<file path="src/rtl/alu_bist_pkg.sv">
// Shared types and constants for the ALU BIST driver.
// Build option: ALU_BIST_MODEL_EN adds the reference-model mismatch counter.
package alu_bist_pkg;

    typedef enum logic [2:0] {
        OP_ADD = 3'b000,
        OP_SUB = 3'b001,
        OP_AND = 3'b010,
        OP_OR  = 3'b011,
        OP_SLT = 3'b101
    } alu_op_e;

    typedef enum logic [1:0] {
        IDLE,
        DRIVE,
        WAIT,
        DONE
    } state_e;

    localparam int NUM_OPS = 5;
    localparam alu_op_e OP_TABLE [NUM_OPS] = '{
        OP_ADD, OP_SUB, OP_AND, OP_OR, OP_SLT
    };

    localparam logic [31:0] LFSR_TAPS = 32'h8020_0003;
    // Bits 31, 21, 1 and 0 feed the MISR shift-in bit.
    localparam logic [31:0] MISR_TAPS = 32'h8020_0003;
    localparam logic [31:0] OPB_XOR   = 32'h5A5A_5A5A;

    function automatic logic [31:0] lfsr_step(input logic [31:0] s);
        return s[0] ? ((s >> 1) ^ LFSR_TAPS) : (s >> 1);
    endfunction

    function automatic logic [31:0] operand_b(input logic [31:0] s);
        return {s[18:0], s[31:19]} ^ OPB_XOR;
    endfunction

    function automatic logic [31:0] misr_step(
        input logic [31:0] sig,
        input logic [31:0] res,
        input logic        zero
    );
        return {sig[30:0], ^(sig & MISR_TAPS)} ^ res ^ {31'b0, zero};
    endfunction

endpackage

</file>
<file path="src/rtl/alu_bist_driver_ref.sv">
// Combinational golden ALU used to cross-check the real ALU.
// Instantiated only when ALU_BIST_MODEL_EN is defined.
module alu_ref_model
    import alu_bist_pkg::*;
(
    input  logic [31:0] a_i,
    input  logic [31:0] b_i,
    input  logic [2:0]  ctrl_i,
    output logic [31:0] result_o,
    output logic        zero_o
);

    logic [31:0] diff;
    logic        ovf;

    always_comb begin
        diff     = a_i + ~b_i + 32'd1;
        // Signed overflow of A-B: operands differ in sign and result flips.
        ovf      = (a_i[31] ^ b_i[31]) & (a_i[31] ^ diff[31]);
        result_o = '0;
        unique case (ctrl_i)
            OP_ADD:  result_o = a_i + b_i;
            OP_SUB:  result_o = diff;
            OP_AND:  result_o = a_i & b_i;
            OP_OR:   result_o = a_i | b_i;
            OP_SLT:  result_o = {31'b0, ovf ^ diff[31]};
            default: result_o = '0;
        endcase
        zero_o = (result_o == 32'd0);
    end

endmodule

</file>
<file path="src/rtl/alu_bist_driver.sv">
// BIST initiator: drives LFSR operands into the ALU and folds responses into a MISR.
// Build option: ALU_BIST_MODEL_EN enables the reference-model mismatch counter.
module alu_bist_driver
    import alu_bist_pkg::*;
#(
    parameter int          NUM_VECTORS = 256,
    parameter logic [31:0] LFSR_SEED   = 32'hACE1_1234,
    parameter int          LAT         = 0
) (
    input  logic        clk,
    input  logic        reset,
    input  logic        start,
    input  logic [31:0] golden_sig,
    input  logic [31:0] alu_result,
    input  logic        alu_zero,
    output logic [31:0] alu_a,
    output logic [31:0] alu_b,
    output logic [2:0]  alu_ctrl,
    output logic        busy,
    output logic        done,
    output logic        pass,
    output logic [31:0] signature,
    output logic [15:0] mismatch_cnt
);

    localparam logic [15:0] NV     = 16'(NUM_VECTORS);
    localparam logic [15:0] LAT_M1 = 16'((LAT > 0) ? LAT - 1 : 0);

    state_e      state_q, state_d;
    alu_op_e     ctrl_q, ctrl_d;
    logic [31:0] lfsr_q, lfsr_d, lfsr_nx;
    logic [31:0] a_q, a_d, b_q, b_d;
    logic [31:0] sig_q, sig_d;
    logic [15:0] idx_q, idx_d, wcnt_q, wcnt_d;
    logic [15:0] mm_q, mm_d;
    logic [2:0]  op_sel_q, op_sel_d;
    logic        busy_q, busy_d, done_q, done_d, pass_q, pass_d;
    logic        launch, capture, mm_hit;

`ifdef ALU_BIST_MODEL_EN
    logic [31:0] ref_res;
    logic        ref_zero;

    alu_ref_model u_ref (
        .a_i      (a_q),
        .b_i      (b_q),
        .ctrl_i   (ctrl_q),
        .result_o (ref_res),
        .zero_o   (ref_zero)
    );

    assign mm_hit = (ref_res != alu_result) || (ref_zero != alu_zero);
`else
    assign mm_hit = 1'b0;
`endif

    always_comb begin
        state_d  = state_q;
        ctrl_d   = ctrl_q;
        lfsr_d   = lfsr_q;
        a_d      = a_q;
        b_d      = b_q;
        sig_d    = sig_q;
        idx_d    = idx_q;
        wcnt_d   = wcnt_q;
        mm_d     = mm_q;
        op_sel_d = op_sel_q;
        busy_d   = busy_q;
        done_d   = done_q;
        pass_d   = pass_q;
        launch   = 1'b0;
        capture  = 1'b0;
        lfsr_nx  = lfsr_step(lfsr_q);

        unique case (state_q)
            IDLE:  launch = start;
            DRIVE: begin
                if (LAT == 0) begin
                    capture = 1'b1;
                end else begin
                    state_d = WAIT;
                    wcnt_d  = '0;
                end
            end
            WAIT: begin
                if (wcnt_q == LAT_M1) capture = 1'b1;
                else                  wcnt_d  = wcnt_q + 16'd1;
            end
            DONE: begin
                // First DONE cycle is the evaluation edge; later ones accept restarts.
                if (!done_q) begin
                    busy_d = 1'b0;
                    done_d = 1'b1;
                    pass_d = (sig_q == golden_sig) && (mm_q == 16'd0);
                end else begin
                    launch = start;
                end
            end
            default: state_d = IDLE;
        endcase

        if (launch) begin
            state_d  = DRIVE;
            lfsr_d   = LFSR_SEED;
            a_d      = LFSR_SEED;
            b_d      = operand_b(LFSR_SEED);
            ctrl_d   = OP_TABLE[0];
            op_sel_d = '0;
            sig_d    = '0;
            mm_d     = '0;
            idx_d    = '0;
            busy_d   = 1'b1;
            done_d   = 1'b0;
            pass_d   = 1'b0;
        end

        if (capture) begin
            sig_d  = misr_step(sig_q, alu_result, alu_zero);
            lfsr_d = lfsr_nx;
            idx_d  = idx_q + 16'd1;
            if (mm_hit && (mm_q != 16'hFFFF)) mm_d = mm_q + 16'd1;
            if (idx_d == NV) begin
                state_d = DONE;
            end else begin
                state_d  = DRIVE;
                op_sel_d = (op_sel_q == 3'(NUM_OPS - 1)) ? 3'd0 : op_sel_q + 3'd1;
                a_d      = lfsr_nx;
                b_d      = operand_b(lfsr_nx);
                ctrl_d   = OP_TABLE[op_sel_d];
            end
        end
    end

    always_ff @(posedge clk) begin
        if (reset) begin
            state_q  <= IDLE;
            ctrl_q   <= OP_ADD;
            lfsr_q   <= '0;
            a_q      <= '0;
            b_q      <= '0;
            sig_q    <= '0;
            idx_q    <= '0;
            wcnt_q   <= '0;
            mm_q     <= '0;
            op_sel_q <= '0;
            busy_q   <= 1'b0;
            done_q   <= 1'b0;
            pass_q   <= 1'b0;
        end else begin
            state_q  <= state_d;
            ctrl_q   <= ctrl_d;
            lfsr_q   <= lfsr_d;
            a_q      <= a_d;
            b_q      <= b_d;
            sig_q    <= sig_d;
            idx_q    <= idx_d;
            wcnt_q   <= wcnt_d;
            mm_q     <= mm_d;
            op_sel_q <= op_sel_d;
            busy_q   <= busy_d;
            done_q   <= done_d;
            pass_q   <= pass_d;
        end
    end

    assign alu_a        = a_q;
    assign alu_b        = b_q;
    assign alu_ctrl     = ctrl_q;
    assign busy         = busy_q;
    assign done         = done_q;
    assign pass         = pass_q;
    assign signature    = sig_q;
    assign mismatch_cnt = mm_q;

endmodule

</file>
<file path="config.mk">
export PLATFORM = sky130hd
export DESIGN_NAME = alu_bist_driver
export DESIGN_NICKNAME = d
export VERILOG_FILES = /design/src/rtl/alu_bist_pkg.sv /design/src/rtl/alu_bist_driver_ref.sv /design/src/rtl/alu_bist_driver.sv
export SDC_FILE = /design/constraint.sdc
export NUM_CORES = 1
export LEC_CHECK = 0
export ABC_CLOCK_PERIOD_IN_PS = 3200
export CAP_MARGIN = 15
export CORE_UTILIZATION = 44
export CTS_BUF_LIST = sky130_fd_sc_hd__clkbuf_8
export CTS_CLUSTER_SIZE = 24
export DETAILED_ROUTE_END_ITERATION = 8
export GPL_TIMING_DRIVEN = 0
export PLACE_DENSITY = 0.69
export SYNTH_ARGS = -nofsm -noshare
export SYNTH_HDL_FRONTEND = slang
export SYNTH_SLANG_ARGS = --single-unit
export TNS_END_PERCENT = 20
</file>
<file path="constraint.sdc">
create_clock -name clk -period 3.2 [get_ports clk]
set_input_delay 0.48 -clock clk [delete_from_list [all_inputs] [get_ports clk]]
set_output_delay 0.48 -clock clk [all_outputs]
set_load 0.01 [all_outputs]
</file>
==> results of run 1 <==
[metal layers]
| metal | vias up | GRT usage [%] |
|---|---|---|
| li1 | 3458 | - |
| met1 | 3380 | 34.34 |
| met2 | 287 | 40.66 |
| met3 | 38 | 6.809 |
| met4 | 0 | 9.988 |
| met5 | - | 0 |
[layout make-up]
cell class / instances / area (um^2)
well taps: 225 / 281.5
repair buffers: 170 / 1697
inverters: 37 / 138.9
clock inverters: 14 / 175.2
plain buffers: 84 / 456.7
flip-flops and latches: 171 / 3423
fillers: 1582 / 7063
clock buffers: 18 / 247.7
multi-input cells: 568 / 3874
[path summary, 6_finish.rpt]
path,start,end,cells after the start
min reg2reg,alu_b[2]$_SDFF_PP0_,alu_b[2]$_SDFF_PP0_,2
max,state_q[0]$_SDFFE_PP0P_,alu_b[15]$_SDFF_PP0_,7
max reg2reg,state_q[0]$_SDFFE_PP0P_,alu_b[15]$_SDFF_PP0_,7
min,alu_b[2]$_SDFF_PP0_,alu_b[2]$_SDFF_PP0_,2
[cells in the final DEF (no fill, tap or decap), drive strengths merged, types with 2 or more instances in the layout]
cell             n
nor2b            2
xor2            34
a221oi          10
buf             45
or4              5
or2              2
conb            16
a32o            27
clkdlybuf4s50  169
and3             4
dfxtp          171
clkinv           4
nand3b           5
mux2i            4
clkbuf          58
a311oi           3
nand4           15
nand3           38
nand2           42
nor4            16
ha              10
inv             44
a31oi            2
and4             3
o221a           19
o21ai           20
o32ai           10
a22oi            2
xnor2           51
nor3            35
bufinv           2
or3              9
o31ai            2
o2111ai          3
nor2            48
a21oi           76
nand2b           2
a211oi          38
nand4b           2
and2             2
[power groups by stage]
stage,combinational (mW),clock (mW),sequential (mW)
5_1_grt,0.957,1.73,2.38
2_1_floorplan,0.434,0,2.42
4_1_cts,0.885,1.65,2.37
3_3_place_gp,0.874,0,2.42
3_5_place_dp,0.883,0,2.42
6_report,0.887,1.63,2.37
[state kept, by name, indices dropped and copies added, names as in the netlist]
register,flops
idx_q,16
state_q,2
alu_b,32
alu_ctrl,3
done,1
pass,1
wcnt_q,16
busy,1
alu_a,32
op_sel_q,3
lfsr_q,32
signature,32
[logic make-up (layout without fill, tap and decap cells)]
group | count (synthesis) | in the layout | synth area share [%]
AOI/OAI and AO/OA | 220 | 220 | 21.74
xor gates and xnor gates | 85 | 85 | 9.509
adders and majority gates | 10 | 10 | 1.598
buffers and inverters | 121 | 323 | 7.559
DFF | 171 | 171 | 43.73
muxes | 4 | 4 | 0.5114
other | 1 | 16 | 0.04790
and+or+nand+nor | 233 | 233 | 15.31
[Yosys cell counts, drive strengths merged, types with 3 or more instances]
master	number
xnor2	51
nand4	15
nand3	38
nor2	48
a311oi	3
clkbuf	39
or3	9
dfxtp	171
o221a	19
inv	37
nor4	16
a221oi	10
o21ai	20
or4	5
o32ai	10
o2111ai	3
nor3	35
nand3b	5
and4	3
xor2	34
ha	10
mux2i	4
nand2	42
a211oi	38
and3	4
buf	45
a21oi	76
a32o	27
[metrics by stage]
step	setup slack (ps)	std cells
after floorplan	725.2	860
after CTS	79.46	1287
final	269.2	1287
after global placement	-397.1	1254
after global routing	49.05	1287
after detailed placement	80.35	1255
[worst min-delay path, cell delays in order (launching register included)]
cell and delay (ps):
dfxtp_1 330, inv_1 50, a211oi_1 50
==> results.sh, run 1 <==
export IMPL_status="complete, no violations"
export IMPL_grt_pass1_vias=6745
export IMPL_maxCapViolCount=0
export IMPL_critPathMaxStageDelay_ps=800
export IMPL_cts_resized=0
export IMPL_endpoint_kind="flip-flop"
export IMPL_critPathTopFamily="simple AND/OR/NAND/NOR gates"
export IMPL_worst_ep_required_time_ps=3620
export IMPL_slew_violations=0
export IMPL_route_met2_wl_mm=10.40
export IMPL_post_route_util_pct=59.31
export IMPL_insertion_delay_ps=480
export IMPL_met1_length_mm=10.55
export IMPL_sw_frac_of_total_pct=29.85
export IMPL_areaGrowthSynthToFinish_pct=31.48
export IMPL_synth_top_area_cell="dfxtp_1"
export IMPL_setup_viol=0
export IMPL_period_share_pct=91.59
export IMPL_globalRouteOverflowTotal=0
export IMPL_h_tree_depth=4
export IMPL_finalHoldViolCount=0
export IMPL_place_gp_congestion=0.8441
export IMPL_ys_top_cells_by_area="dfxtp_1 (44%), xnor2_1 (5.7%), a21oi_1 (4.8%), xor2_1 (3.8%), a211oi_1 (3.5%)"
export IMPL_grt_max_degree=18
export IMPL_rrSetupSlack_ps=270
export IMPL_dr_pass1_iters=5
export IMPL_tightest_slew_ps=950.2
export IMPL_crit_type="flip-flop to flip-flop"
export IMPL_yosysUniqueCellTypes=68
export IMPL_antenna_found_initial=0
export IMPL_ys_flop_type="dfxtp_1"
export IMPL_diodes=0
export IMPL_power_per_cell_area_nw_per_um2=475.0
export IMPL_synthArstFlopShare_pct=0
export IMPL_synthesis_area_um2=7829
export IMPL_grt_usage_pct=26.06
export IMPL_cts_tree="done"
export IMPL_worst_path_buf_inv=2
export IMPL_synth_edff_count=0
export IMPL_dr_wl_met3_mm=1.685
export IMPL_initial_utilization_pct=45.11
export IMPL_hpwl_mm=17.10
export IMPL_hold_ws_ps=469.6
export IMPL_die_w_um=135.4
export IMPL_crit_slowest_cell="nor3b_1"
export IMPL_p_leak_nw=3.621
export IMPL_drc=0
export IMPL_final_area_um2=10290
export IMPL_postCtsSetupBuffers=0
export IMPL_post_route_min_period_ps=2931
export IMPL_viasPerCell=5.566
export IMPL_die_h_um=135.4
export IMPL_cp_cell_sequence="inv_1 -> ha_1 -> nor3b_1 -> nor2_1 -> a31oi_4 -> buf_4 -> o221a_1"
export IMPL_drt_total_wl_mm=23.23
export IMPL_synth_seq_cells=171
export IMPL_synth_top_area_share_pct=43.73
export IMPL_cts_root_buf="clkbuf_8"
export IMPL_power_frac_comb_pct=18.1
export IMPL_cp_max_fo=10
export IMPL_drive_gt1_share_pct=9.793
export IMPL_relSlewSlack_pct=36.52
export IMPL_hold_buffers=0
export IMPL_p_int_mw=3.430
export IMPL_synth_area_per_cell_um2=9.265
export IMPL_drtAntennaViolNets=0
export IMPL_power_share_clock_pct=33.4
export IMPL_drt_iter0_drc=554
export IMPL_nNetsFinal=1127
export IMPL_clk_pin_slew_worst_paths_ps=100
export IMPL_rows=48
export IMPL_startpoint_type="flip-flop"
export IMPL_seq_area_frac_synth_pct=43.73
export IMPL_cts_buffers=17
export IMPL_min_path_type="flip-flop to flip-flop"
export IMPL_p_sw_mw=1.459
export IMPL_cp_data_arrival_time_ps=3350
export IMPL_pin_count=186
export IMPL_peakVddDrop_uv=301.9
export IMPL_dieArea_um2=18330
export IMPL_clock_path_buffers=2
export IMPL_placed_area_um2=9863
export IMPL_io_buffers=169
export IMPL_wl_per_cell_um=18.05
export IMPL_clock_sinks=171
export IMPL_p_seq_share_pct=48.5
export IMPL_fin_setup_tns_ps=0
export IMPL_rsz0062_at_grt="false"
export IMPL_p_total_mw=4.889
export IMPL_clock_skew_ps=12.89
export IMPL_syn_inst=845
export IMPL_yosys_warnings=0
export IMPL_highest_layer="met4"
export IMPL_fmax_mhz=341.2
export IMPL_grt_pass1_wl_mm=36.42
export IMPL_vias=7163
export IMPL_core_area_um2=17360
Power figures use the tool's default switching activity.
==> inputs of run 2 (changes only) <==
Settings changed: CORE_ASPECT_RATIO set to 0.6.
==> results.sh, run 2 (synthesis results as in run 1) <==
export IMPL_clock_skew_ps=26.80
export IMPL_cp_data_arrival_time_ps=3360
export IMPL_fmax_mhz=339.9
export IMPL_nNetsFinal=1127
export IMPL_dieArea_um2=18350
export IMPL_p_leak_nw=3.622
export IMPL_drive_gt1_share_pct=9.793
export IMPL_startpoint_type="flip-flop"
export IMPL_grt_pass1_wl_mm=38.74
export IMPL_post_route_util_pct=59.81
export IMPL_power_share_clock_pct=33.2
export IMPL_cts_root_buf="clkbuf_8"
export IMPL_pin_count=186
export IMPL_wl_per_cell_um=18.99
export IMPL_p_sw_mw=1.608
export IMPL_relSlewSlack_pct=49.19
export IMPL_dr_pass1_iters=5
export IMPL_fill_cells=1490
export IMPL_min_path_type="flip-flop to flip-flop"
export IMPL_endpoint_kind="flip-flop"
export IMPL_p_seq_share_pct=48.2
export IMPL_rsz0062_at_grt="true"
export IMPL_clock_sinks=171
export IMPL_cp_cell_sequence="ha_1 -> buf_2 -> nand3_1 -> nor4_2 -> mux2i_1 -> nor2_2 -> a211oi_4 -> buf_6 -> a32o_1"
export IMPL_tightest_slew_ps=762.2
export IMPL_drc=0
export IMPL_regArea_um2=3423
export IMPL_p_total_mw=4.920
export IMPL_slew_violations=0
export IMPL_drt_iter0_drc=786
export IMPL_power_per_cell_area_nw_per_um2=476.3
export IMPL_crit_slowest_cell="nor4_2"
export IMPL_hold_ws_ps=477.5
export IMPL_areaGrowthSynthToFinish_pct=31.93
export IMPL_critPathMaxStageDelay_ps=550
export IMPL_sw_frac_of_total_pct=32.69
export IMPL_globalRouteOverflowTotal=0
export IMPL_clock_path_buffers=2
export IMPL_io_buffers=169
export IMPL_status="complete, no violations"
export IMPL_period_share_pct=91.93
export IMPL_power_frac_comb_pct=18.5
export IMPL_post_route_min_period_ps=2942
export IMPL_initial_utilization_pct=45.34
export IMPL_worst_ep_required_time_ps=3610
export IMPL_viasPerCell=5.660
export IMPL_grt_usage_pct=27.18
export IMPL_multi_input_area_um2=3874
export IMPL_insertion_delay_ps=480
export IMPL_cp_max_fo=10
export IMPL_place_gp_congestion=0.9468
export IMPL_mostFrequentLayoutCell="dfxtp_1"
export IMPL_drtAntennaViolNets=0
export IMPL_hpwl_mm=18.36
export IMPL_die_h_um=105.3
export IMPL_maxCapViolCount=0
export IMPL_cts_tree="done"
export IMPL_core_area_um2=17270
export IMPL_final_cell_mix="dfxtp_1 (171), clkdlybuf4s50_1 (169), a21oi_1 (75)"
export IMPL_vias=7335
export IMPL_postCtsSetupBuffers=0
export IMPL_diodes=0
export IMPL_rows=37
export IMPL_peakVddDrop_uv=320.5
export IMPL_die_w_um=174.2
export IMPL_crit_type="flip-flop to flip-flop"
export IMPL_grt_max_degree=22
export IMPL_antenna_found_initial=0
export IMPL_h_tree_depth=4
export IMPL_cts_buffers=17
export IMPL_finalHoldViolCount=0
export IMPL_drt_total_wl_mm=24.61
export IMPL_p_int_mw=3.311
export IMPL_grt_pass1_vias=6729
export IMPL_clk_pin_slew_worst_paths_ps=120
export IMPL_setup_viol=0
==> run 2: changes by cell type in the layout (fill, tap and decap cells not counted), sizes merged <==
cell    before  now
clkbuf      58   57
clkinv       4    7
bufinv       2    0
==> run 2: worst paths after layout <==
path	from	end	slack, ps	cells after the start
max	idx_q[0]$_SDFFE_PP0P_	alu_a[8]$_SDFF_PP0_	260	9
min	busy$_SDFFE_PP0P_	busy$_SDFFE_PP0P_	480	2
max reg2reg	idx_q[0]$_SDFFE_PP0P_	alu_a[8]$_SDFF_PP0_	260	9
min reg2reg	busy$_SDFFE_PP0P_	busy$_SDFFE_PP0P_	480	2
==> run 2: cell type report <==
type | instances | share of cell area (%)
Multi-Input combinational cell | 568 | 37.50
Buffer | 84 | 4.422
Clock buffer | 17 | 2.265
Inverter | 37 | 1.345
Timing Repair Buffer | 170 | 16.45
Tap cell | 234 | 2.835
Sequential cell | 171 | 33.14
Clock inverter | 15 | 2.035
==> run 2: power by group through the flow <==
stage                     Sequential, mW  Clock, mW  Combinational [mW]
after floorplan                     2.42          0               0.434
after global placement              2.42          0               0.886
after detailed placement            2.42          0               0.896
after CTS                           2.37       1.65               0.902
after global routing                2.39       1.73               0.976
final                               2.37       1.63               0.912
==> run 2: routing by layer <==
layer	wire length (um)	global-route usage, %	part of all wire, %
met5	0	0	0
met4	316	7.143	1.3
met3	2575	6.818	10
met2	9829	36.88	40
met1	11890	41.65	48
==> run 2: what timing repair did <==
item / CTS / global route
gates resized for setup: 1 / 4
endpoints found under the setup margin: 1 / 78
hold buffers: 0 / 0
==> run 2: through the flow <==
stage / cells / TNS, ps / setup WS [ps] / cell area [um^2]
after floorplan: 860 / 0 / 725.2 / 7885
after global placement: 1263 / -9591 / -375.5 / 9869
after detailed placement: 1264 / 0 / 23.32 / 9877
after CTS: 1296 / 0 / 5.322 / 10320
after global routing: 1296 / -16.21 / -9.106 / 10330
final: 1296 / 0 / 258.4 / 10330
==> run 2: worst max-delay path, delay by kind of cell (launching register included) <==
| kind | cells | cell delay (ps) |
|---|---|---|
| compound gates | 2 | 680 |
| flops | 1 | 370 |
| fa+ha+maj | 1 | 140 |
| mux | 1 | 430 |
| simple gates | 3 | 850 |
| buf+inv | 2 | 410 |
==> inputs of run 3 (changes only) <==
Settings changed: CORE_UTILIZATION 44 to 40, HOLD_SLACK_MARGIN set to 0.03, PLACE_DENSITY 0.69 to 0.64.
==> results.sh, run 3 (synthesis results as in run 1) <==
export IMPL_status="complete, no violations"
export IMPL_fill_cells=1765
export IMPL_hp_start="pass$_SDFFE_PP0P_"
export IMPL_grt_pass1_wl_mm=37.46
export IMPL_finalHoldViolCount=0
export IMPL_maxCapViolCount=0
export IMPL_h_tree_depth=4
export IMPL_cts_resized=2
export IMPL_postCtsSetupBuffers=0
export IMPL_endpoint_kind="flip-flop"
export IMPL_cts_tree="done"
export IMPL_crit_start="wcnt_q[0]$_SDFFE_PP0P_"
export IMPL_pin_count=186
export IMPL_power_frac_comb_pct=18.8
export IMPL_die_h_um=110.4
export IMPL_final_cell_mix="dfxtp_1 (171), clkdlybuf4s50_1 (169), a21oi_1 (75)"
export IMPL_post_route_util_pct=54.14
export IMPL_rsz0062_at_grt="true"
export IMPL_grt_pass1_vias=6419
export IMPL_core_area_um2=19080
export IMPL_post_route_min_period_ps=3059
export IMPL_grt_usage_pct=24.61
export IMPL_p_leak_nw=3.603
export IMPL_dieArea_um2=20150
export IMPL_crit_type="flip-flop to flip-flop"
export IMPL_vias=7238
export IMPL_p_seq_share_pct=48.9
export IMPL_rrSetupSlack_ps=140
export IMPL_drc=0
export IMPL_cts_root_buf="clkbuf_8"
export IMPL_cp_data_arrival_time_ps=3430
export IMPL_timing_rr_start="wcnt_q[0]$_SDFFE_PP0P_"
export IMPL_diodes=0
export IMPL_tightest_slew_ps=877.7
export IMPL_power_share_clock_pct=32.3
export IMPL_drt_total_wl_mm=24.87
export IMPL_drt_iter0_drc=730
export IMPL_globalRouteOverflowTotal=0
export IMPL_dr_pass1_iters=5
export IMPL_mostFrequentLayoutCell="dfxtp_1"
export IMPL_fin_setup_tns_ps=0
export IMPL_clock_sinks=171
export IMPL_insertion_delay_ps=470
export IMPL_worst_path_most_repeated_cell="clkbuf_1"
export IMPL_drive_gt1_share_pct=9.708
export IMPL_io_buffers=169
export IMPL_clock_skew_ps=16.20
export IMPL_grt_max_degree=20
export IMPL_areaGrowthSynthToFinish_pct=31.95
export IMPL_period_share_pct=95.60
export IMPL_setup_viol=0
export IMPL_place_gp_congestion=0.9004
export IMPL_slew_violations=0
export IMPL_crit_slowest_cell="clkbuf_1"
export IMPL_drtAntennaViolNets=0
export IMPL_peakVddDrop_uv=280.8
export IMPL_clk_pin_slew_worst_paths_ps=100
export IMPL_antenna_found_initial=0
export IMPL_hold_buffers=0
export IMPL_power_per_cell_area_nw_per_um2=470.0
export IMPL_p_sw_mw=1.572
export IMPL_rows=39
export IMPL_p_int_mw=3.283
export IMPL_critPathTopFamily="buffers and inverters"
export IMPL_worst_ep_required_time_ps=3570
export IMPL_sw_frac_of_total_pct=32.38
export IMPL_clock_path_buffers=2
export IMPL_cts_buffers=17
export IMPL_fmax_mhz=326.9
export IMPL_cp_max_fo=10
export IMPL_viasPerCell=5.454
export IMPL_critPathMaxStageDelay_ps=490
export IMPL_worst_path_buf_inv=3
export IMPL_startpoint_type="flip-flop"
export IMPL_cp_cell_sequence="inv_1 -> ha_1 -> nor4b_1 -> nand4_1 -> o21ai_2 -> clkbuf_1 -> clkbuf_1 -> a21oi_1 -> a211oi_1"
export IMPL_die_w_um=182.6
export IMPL_initial_utilization_pct=41.03
export IMPL_nNetsFinal=1126
export IMPL_min_path_type="flip-flop to flip-flop"
export IMPL_hpwl_mm=18.62
export IMPL_wl_per_cell_um=18.74
export IMPL_relSlewSlack_pct=41.23
run 3: cell count changes in the layout (fill, tap and decap cells not counted), sizes merged:
| cell | delta |
|---|---|
| clkinv | -1 |
| clkbuf | -1 |
| clkinvlp | +1 |
run 3: worst register-to-register path: stages, from the launching register on:
cell and delay [ps]:
dfxtp_1 340, inv_1 90, ha_1 180, nor4b_1 240
nand4_1 370, o21ai_2 450, clkbuf_1 500, clkbuf_1 480
a21oi_1 110, a211oi_1 230
run 3: cell type report:
type / count / area (um^2) / share of cell area (%)
Clock buffer: 17 / 234.0 / 2.265
Inverter: 37 / 138.9 / 1.344
Timing Repair Buffer: 169 / 1692 / 16.38
Clock inverter: 15 / 175.2 / 1.696
Multi-Input combinational cell: 568 / 3879 / 37.55
Buffer: 84 / 455.4 / 4.409
Tap cell: 266 / 332.8 / 3.222
Sequential cell: 171 / 3423 / 33.14
run 3: worst paths after layout:
| path | endpoint | cells past startpoint |
|---|---|---|
| setup / recovery | signature[30]$_SDFFE_PP0P_ | 9 |
| hold / removal | pass$_SDFFE_PP0P_ | 2 |
| setup reg to reg | signature[30]$_SDFFE_PP0P_ | 9 |
| hold reg to reg | pass$_SDFFE_PP0P_ | 2 |
run 3: through the flow:
step | instance area [um^2] | cells | power [mW] | worst slack (ps) | hold slack, ps
floorplan | 7885 | 860 | 2.857 | 725.2 | 433.8
global placement | 9910 | 1295 | 3.315 | -529.6 | 458.0
detailed placement | 9915 | 1295 | 3.319 | -9.285 | 464.3
CTS | 10330 | 1327 | 4.858 | 127.0 | 477.7
global route | 10330 | 1327 | 5.036 | -55.35 | 498.9
finish | 10330 | 1327 | 4.855 | 140.9 | 481.0
run 3: layer usage:
| metal | GRT usage [%] | up-vias | wire length, um |
|---|---|---|---|
| met5 | 0 | - | 0 |
| met4 | 4.382 | 0 | 202 |
| met3 | 6.143 | 22 | 2042 |
| met2 | 34.11 | 311 | 9846 |
| met1 | 37.81 | 3436 | 12780 |
| li1 | - | 3469 | - |
run 3: power groups by stage:
stage / combinational, mW / sequential (mW) / clock [mW]
floorplan: 0.434 / 2.42 / 0
CTS: 0.903 / 2.37 / 1.58
global placement: 0.892 / 2.42 / 0
detailed placement: 0.897 / 2.42 / 0
global route: 0.978 / 2.39 / 1.67
finish: 0.911 / 2.38 / 1.57
